**config.mk**
```make
export PLATFORM = sky130hd
export DESIGN_NAME = mem_arbiter
export DESIGN_NICKNAME = d
export VERILOG_FILES = /design/src/rtl/mem_arbiter.sv
export SDC_FILE = /design/constraint.sdc
export NUM_CORES = 1
export LEC_CHECK = 0
export BUFFER_PORTS_ARGS = -buffer_cell sky130_fd_sc_hd__clkbuf_2
export CAP_MARGIN = 0
export CORE_ASPECT_RATIO = 0.5
export CORE_MARGIN = 5
export CORE_UTILIZATION = 40
export DETAILED_ROUTE_END_ITERATION = 7
export PLACE_DENSITY_LB_ADDON = 0.05
export RECOVER_POWER = 100
export SYNTH_ARGS = -nofsm -noshare
export SYNTH_HDL_FRONTEND = slang
export SYNTH_SLANG_ARGS = --single-unit
```
**constraint.sdc**
```tcl
create_clock -name clk -period 1.7 [get_ports clk]
set_input_delay 0.425 -clock clk [delete_from_list [all_inputs] [get_ports clk]]
set_output_delay 0.425 -clock clk [all_outputs]
set_load 0.01 [all_outputs]
```
**src/rtl/mem_arbiter.sv**
```systemverilog
// Two-requester memory arbiter: an instruction-fetch port and a data port
// share one fixed-latency memory port. One access is in flight at a time.
//
// Handshake (both requester ports): the requester raises *_req with its
// address/data stable and holds it until the one-cycle *_ack pulse. The ack
// cycle also presents the read data, which then holds until the next
// completion of the same kind. A request that is not being acked in the
// current cycle shows up on stall.
module mem_arbiter #(
   parameter int LATENCY = 2,
   parameter int AW      = 32,
   parameter int DW      = 32
) (
   input  logic          clk,
   input  logic          reset,
   input  logic          if_req,
   input  logic [AW-1:0] if_addr,
   output logic          if_ack,
   output logic [DW-1:0] if_rdata,
   input  logic          dm_req,
   input  logic          dm_we,
   input  logic [AW-1:0] dm_addr,
   input  logic [DW-1:0] dm_wdata,
   output logic          dm_ack,
   output logic [DW-1:0] dm_rdata,
   output logic          mem_en,
   output logic          mem_we,
   output logic [AW-1:0] mem_addr,
   output logic [DW-1:0] mem_wdata,
   input  logic [DW-1:0] mem_rdata,
   output logic          stall,
   output logic [1:0]    o_dbg_state
);

   typedef enum logic [1:0] {
      ST_IDLE = 2'd0,
      ST_BUSY = 2'd1,
      ST_RESP = 2'd2
   } state_t;

   // BUSY lasts LATENCY cycles: the counter runs LATENCY-1 down to 0.
   localparam logic [3:0] CNT_INIT = 4'(LATENCY - 1);

   state_t        r_state;
   state_t        w_next_state;
   logic [3:0]    r_cnt;
   logic          r_rr_dm;     // 1: data port wins the next tie
   logic          r_gnt_dm;    // owner of the access in flight
   logic          r_we;
   logic [AW-1:0] r_addr;
   logic [DW-1:0] r_wdata;
   logic [DW-1:0] r_if_rdata;
   logic [DW-1:0] r_dm_rdata;
   logic          w_grant;
   logic          w_pick_dm;
   logic          w_last;
   logic          w_busy;
   logic          w_resp;

   assign w_last = (r_cnt == 4'd0);
   assign w_busy = (r_state == ST_BUSY);
   assign w_resp = (r_state == ST_RESP);

   // Next-state decode and grant selection (round-robin on ties).
   always_comb begin
      w_next_state = r_state;
      w_grant      = 1'b0;
      w_pick_dm    = 1'b0;
      case (r_state)
         ST_IDLE: begin
            if (if_req || dm_req) begin
               w_grant      = 1'b1;
               w_pick_dm    = dm_req && (!if_req || r_rr_dm);
               w_next_state = ST_BUSY;
            end
         end
         ST_BUSY: begin
            if (w_last) begin
               w_next_state = ST_RESP;
            end
         end
         ST_RESP: w_next_state = ST_IDLE;
         default: w_next_state = ST_IDLE;
      endcase
   end

   // State register; reset aborts any access in flight.
   always_ff @(posedge clk) begin
      if (!reset) begin
         r_state <= ST_IDLE;
      end else begin
         r_state <= w_next_state;
      end
   end

   // Grant latching, latency countdown and read-data capture.
   always_ff @(posedge clk) begin
      if (!reset) begin
         r_cnt      <= 4'd0;
         r_rr_dm    <= 1'b1;
         r_gnt_dm   <= 1'b0;
         r_we       <= 1'b0;
         r_addr     <= '0;
         r_wdata    <= '0;
         r_if_rdata <= '0;
         r_dm_rdata <= '0;
      end else if (w_grant) begin
         r_gnt_dm <= w_pick_dm;
         r_rr_dm  <= !w_pick_dm;
         r_cnt    <= CNT_INIT;
         r_addr   <= w_pick_dm ? dm_addr : if_addr;
         r_we     <= w_pick_dm && dm_we;
         r_wdata  <= w_pick_dm ? dm_wdata : '0;
      end else if (w_busy) begin
         if (w_last) begin
            // Stores leave the load-data register untouched.
            if (!r_gnt_dm) begin
               r_if_rdata <= mem_rdata;
            end else if (!r_we) begin
               r_dm_rdata <= mem_rdata;
            end
         end else begin
            r_cnt <= r_cnt - 4'd1;
         end
      end
   end

   // Memory port is driven only during BUSY, zero otherwise.
   assign mem_en      = w_busy;
   assign mem_we      = w_busy && r_we;
   assign mem_addr    = w_busy ? r_addr : '0;
   assign mem_wdata   = w_busy ? r_wdata : '0;

   assign if_ack      = w_resp && !r_gnt_dm;
   assign dm_ack      = w_resp && r_gnt_dm;
   assign if_rdata    = r_if_rdata;
   assign dm_rdata    = r_dm_rdata;
   assign stall       = reset && ((if_req && !if_ack) || (dm_req && !dm_ack));
   assign o_dbg_state = r_state;

endmodule

```
==> impl_table.tex <==
\begin{tabular}{lr}
\hline
Metric & Value \\
\hline
\multicolumn{2}{l}{\textbf{Run status}} \\
Result of the run & complete, but fails checks \\
Violations in the final reports & negative setup slack \\
\multicolumn{2}{l}{\textbf{Layout}} \\
Final layout net count & approximately 1000 \\
Final standard cell area without fillers & 0.008562 mm2 \\
Ant. Diodes & 0 \\
Area growth, synth to finish & 48.63\% \\
Share of final-layout standard cells stronger than drive strength 1 & 0.3704 \\
\multicolumn{2}{l}{\textbf{Drt}} \\
Number of vias after detailed routing & 5694 \\
WL met1 & 8677 um \\
Number of detailed-route iterations in the first pass & 4 \\
Detailed-route vias per instance & 5.102 \\
Iteration-0 DRC Markers & $\sim$250 \\
Uppermost layer routed & met4 \\
Post-Route WL & 18900 um \\
WL met3 & around 1500 um \\
DRC violations left & 0 \\
Total met2 wirelength after detailed routing & between 8000 and 9000 um \\
Average wire per standard cell & 16.93 um \\
Final antenna-violating net count & 0 \\
\multicolumn{2}{l}{\textbf{Synthesis}} \\
Sequential area share after synthesis & 0.4761 \\
Register bit total from synthesis & roughly 140 \\
Post-synth design cell area & 0.005761 mm2 \\
Gate count after technology mapping & 624 \\
Net count of the mapped netlist & $\sim$760 \\
Most instantiated flip-flop cell in the synthesis netlist & sky130\_fd\_sc\_hd\_\_dfxtp\_1 \\
Share of the synthesized area in the top cell type & 0.4761 \\
EDFF count, synth & 0 \\
Number of synthesis warnings & 0 \\
Most frequent cell after synthesis & sky130\_fd\_sc\_hd\_\_dfxtp\_1 \\
Biggest area contributors in the synthesized netlist & sky130\_fd\_sc\_hd\_\_dfxtp\_1 48\%, sky130\_fd\_sc\_hd\_\_mux2i\_1 11\%, sky130\_fd\_sc\_hd\_\_and2\_1 7.2\% \\
Cell accounting for the most synthesized area & sky130\_fd\_sc\_hd\_\_dfxtp\_1 \\
Mean post-synth cell area & 9.232 um2 \\
Share of flip-flops with an asynchronous set or reset after synthesis & 0 \\
Count of distinct cell types in the synthesized netlist & 39 \\
Most common library cells after synthesis & 137 x sky130\_fd\_sc\_hd\_\_dfxtp\_1, 98 x sky130\_fd\_sc\_hd\_\_nand2\_1, 66 x sky130\_fd\_sc\_hd\_\_and2\_1 \\
\multicolumn{2}{l}{\textbf{STA}} \\
Pin slew with the least headroom to its limit & 482.7 ps \\
Final period demand of the worst path & between 1500 and 2000 ps \\
Final Hold Vio Count & 0 \\
Final-layout setup total negative slack & -16110 ps \\
Final Max Tran Viols & 0 \\
Final-report setup violation count & 137 \\
Largest clock skew in the final design & 17.41 ps \\
Crit share post-route & 1.117 \\
Setup repair after global routing missed its margin & yes \\
Relative max-transition margin & 0.6778 \\
Setup ws final & -199.0 ps \\
Highest achievable clock rate & 0.5266 GHz \\
\multicolumn{2}{l}{\textbf{Floorplanning}} \\
Top-level I/O count & 268 \\
Die ar. & roughly 0.017 mm2 \\
Overall die height & about 95 um \\
Placement Rows & 31 \\
Core region area & 0.01427 mm2 \\
Die X & 179.7 um \\
Initial Utilization & 0.4036 \\
\multicolumn{2}{l}{\textbf{CTS}} \\
H-tree levels & 4 \\
Post-cts hold buffer count & 0 \\
Clock root cell & sky130\_fd\_sc\_hd\_\_clkbuf\_16 \\
CTS tree & yes \\
Register clock-pin slew on the reported worst setup and hold paths & 70 ps \\
Clk\_lat worst skew & 410 ps \\
Number of buffers added by the clock tree synthesis step & 17 \\
Number of sinks handled by clock tree synthesis & 137 \\
Buffer levels on the longest clock path & 2 \\
\multicolumn{2}{l}{\textbf{Placement}} \\
Post-place instance area & 0.007418 mm2 \\
DP Wirelength & roughly 12000 um \\
Routability congestion estimate from global placement & 0.7963 \\
\# port buffers & between 200 and 300 \\
\multicolumn{2}{l}{\textbf{Critical path}} \\
Startpoint Class & register \\
R2R cell count & 7 \\
Category of the most critical setup path & register to output pin \\
Cell chain of the critical path & buf\_6 -> and3b\_1 -> o22ai\_2 -> and2\_4 -> buf\_8 \\
Worst Setup End Kind & output pin \\
Largest stage delay on the critical path & 350 ps \\
Critical path data required time & 1270 ps \\
Worst-path cell with the longest stage delay & sky130\_fd\_sc\_hd\_\_dfxtp\_4 \\
Critical path fanouts, max & 3 \\
Crit path arrival time & 1470 ps \\
\multicolumn{2}{l}{\textbf{Power}} \\
Static leakage & 4.061 nW \\
IR drop worst, VDD & approximately 0.00070 V \\
Areal power density over the cells & about 1000 mW/mm2 \\
\multicolumn{2}{l}{\textbf{GRT}} \\
Global-route wire length before repair & 28740 um \\
Via count of the first global-routing pass & between 5000 and 6000 \\
Maximum number of pins on one net before global-route repair & 97 \\
Total global routing track utilization & 0.2072 \\
Final global-route overflow total & 0 \\
Initial antenna violation count & 0 \\
\multicolumn{2}{l}{\textbf{Worst hold path}} \\
Class of the tightest hold or removal check & input pin to register \\
Number of cells traversed by the worst hold path & 2 \\
\multicolumn{2}{l}{\textbf{Run}} \\
Total of max-cap violations & 0 \\
\hline
\end{tabular}
layout make-up:
type	count	area, um2
flip-flops and latches	137	2751
inverters	7	40.04
clock buffers	19	442.9
repair buffers	321	2054
clock inverters	13	135.1
multi-input cells	421	2890
fillers	1350	5712
well taps	198	247.7
where the power goes:
| part | leakage [nW] | switching [W] | total [W] | internal, W |
|---|---|---|---|---|
| registers | 1.12 | 0.000136 | 0.00358 | 0.00345 |
| clock network | 0.271 | 0.00153 | 0.00362 | 0.00210 |
| logic | 2.67 | 0.000900 | 0.00173 | 0.000833 |
| total | 4.06 | 0.00256 | 0.00894 | 0.00638 |
path summary, 6_finish.rpt:
kind | startpoint | end | slack, ps
min reg2reg | dm_rdata[2] | dm_rdata[2] | 460
min | dm_wdata[7] | r_wdata[7] | 220
max | o_dbg_state[0] | stall | -200
max reg2reg | o_dbg_state[0] | r_wdata[15] | -130
through the flow:
stage | power (W) | util | instances | hold slack, ps | worst slack (ps)
floorplan | 0.004460 | - | 624 | 440.5 | -101.7
global placement | 0.005042 | 0.5197 | 1060 | 444.7 | -78.81
detailed placement | 0.005047 | 0.5197 | 1060 | 451.5 | -134.2
CTS | 0.008931 | 0.5870 | 1105 | 205.1 | -198.3
global route | 0.009348 | 0.5998 | 1116 | 205.4 | -248.9
finish | 0.008943 | 0.5998 | 1116 | 215.9 | -199.0
kinds of logic after synthesis:
family | count (synthesis) | synth area share
AND/OR/NAND/NOR | 246 | 0.2233
flip-flops | 137 | 0.4761
AO/OA/AOI/OAI | 110 | 0.1323
buffers and inverters | 66 | 0.05495
multiplexers | 64 | 0.1112
adder cells (fa/ha/maj) | 1 | 0.002172
routing by layer:
metal  up-vias  GRT usage
met1      2681     0.2684
met4         0    0.05767
met2       206     0.3302
met5         -          0
li1       2791          -
met3        16    0.07426
cell usage in the layout (no fill, tap or decap), drive strengths merged, types with 13 or more instances in the layout:
| cell type | count |
|---|---|
| clkbuf | 283 |
| dfxtp | 137 |
| nand2 | 98 |
| and2 | 66 |
| mux2i | 64 |
| buf | 57 |
| a22o | 33 |
| o21ai | 27 |
| nand3 | 26 |
| a31oi | 24 |
| nand4 | 23 |
| nor4 | 13 |
timing repair:
action / 4_1_cts / 5_1_grt
gates resized for setup: 59 / 37
pin swaps: 10 / 7
cloned: 6 / 8
endpoints found under the setup margin: 100 / 151
setup buffers: 7 / 6
flip-flops by register name, summed over array words and instances, names as in the netlist:
name         count
dm_rdata        32
if_rdata        32
o_dbg_state      2
r_addr          32
r_cnt            4
r_gnt_dm         1
r_rr_dm          1
r_wdata         32
r_we             1
critical path, delay by kind of cell, from the launching register on:
family | cells | cell delay (ps)
flops | 1 | 350
buf+inv | 2 | 240
compound gates | 1 | 80
simple gates | 2 | 410
Power figures use the tool's default switching activity.
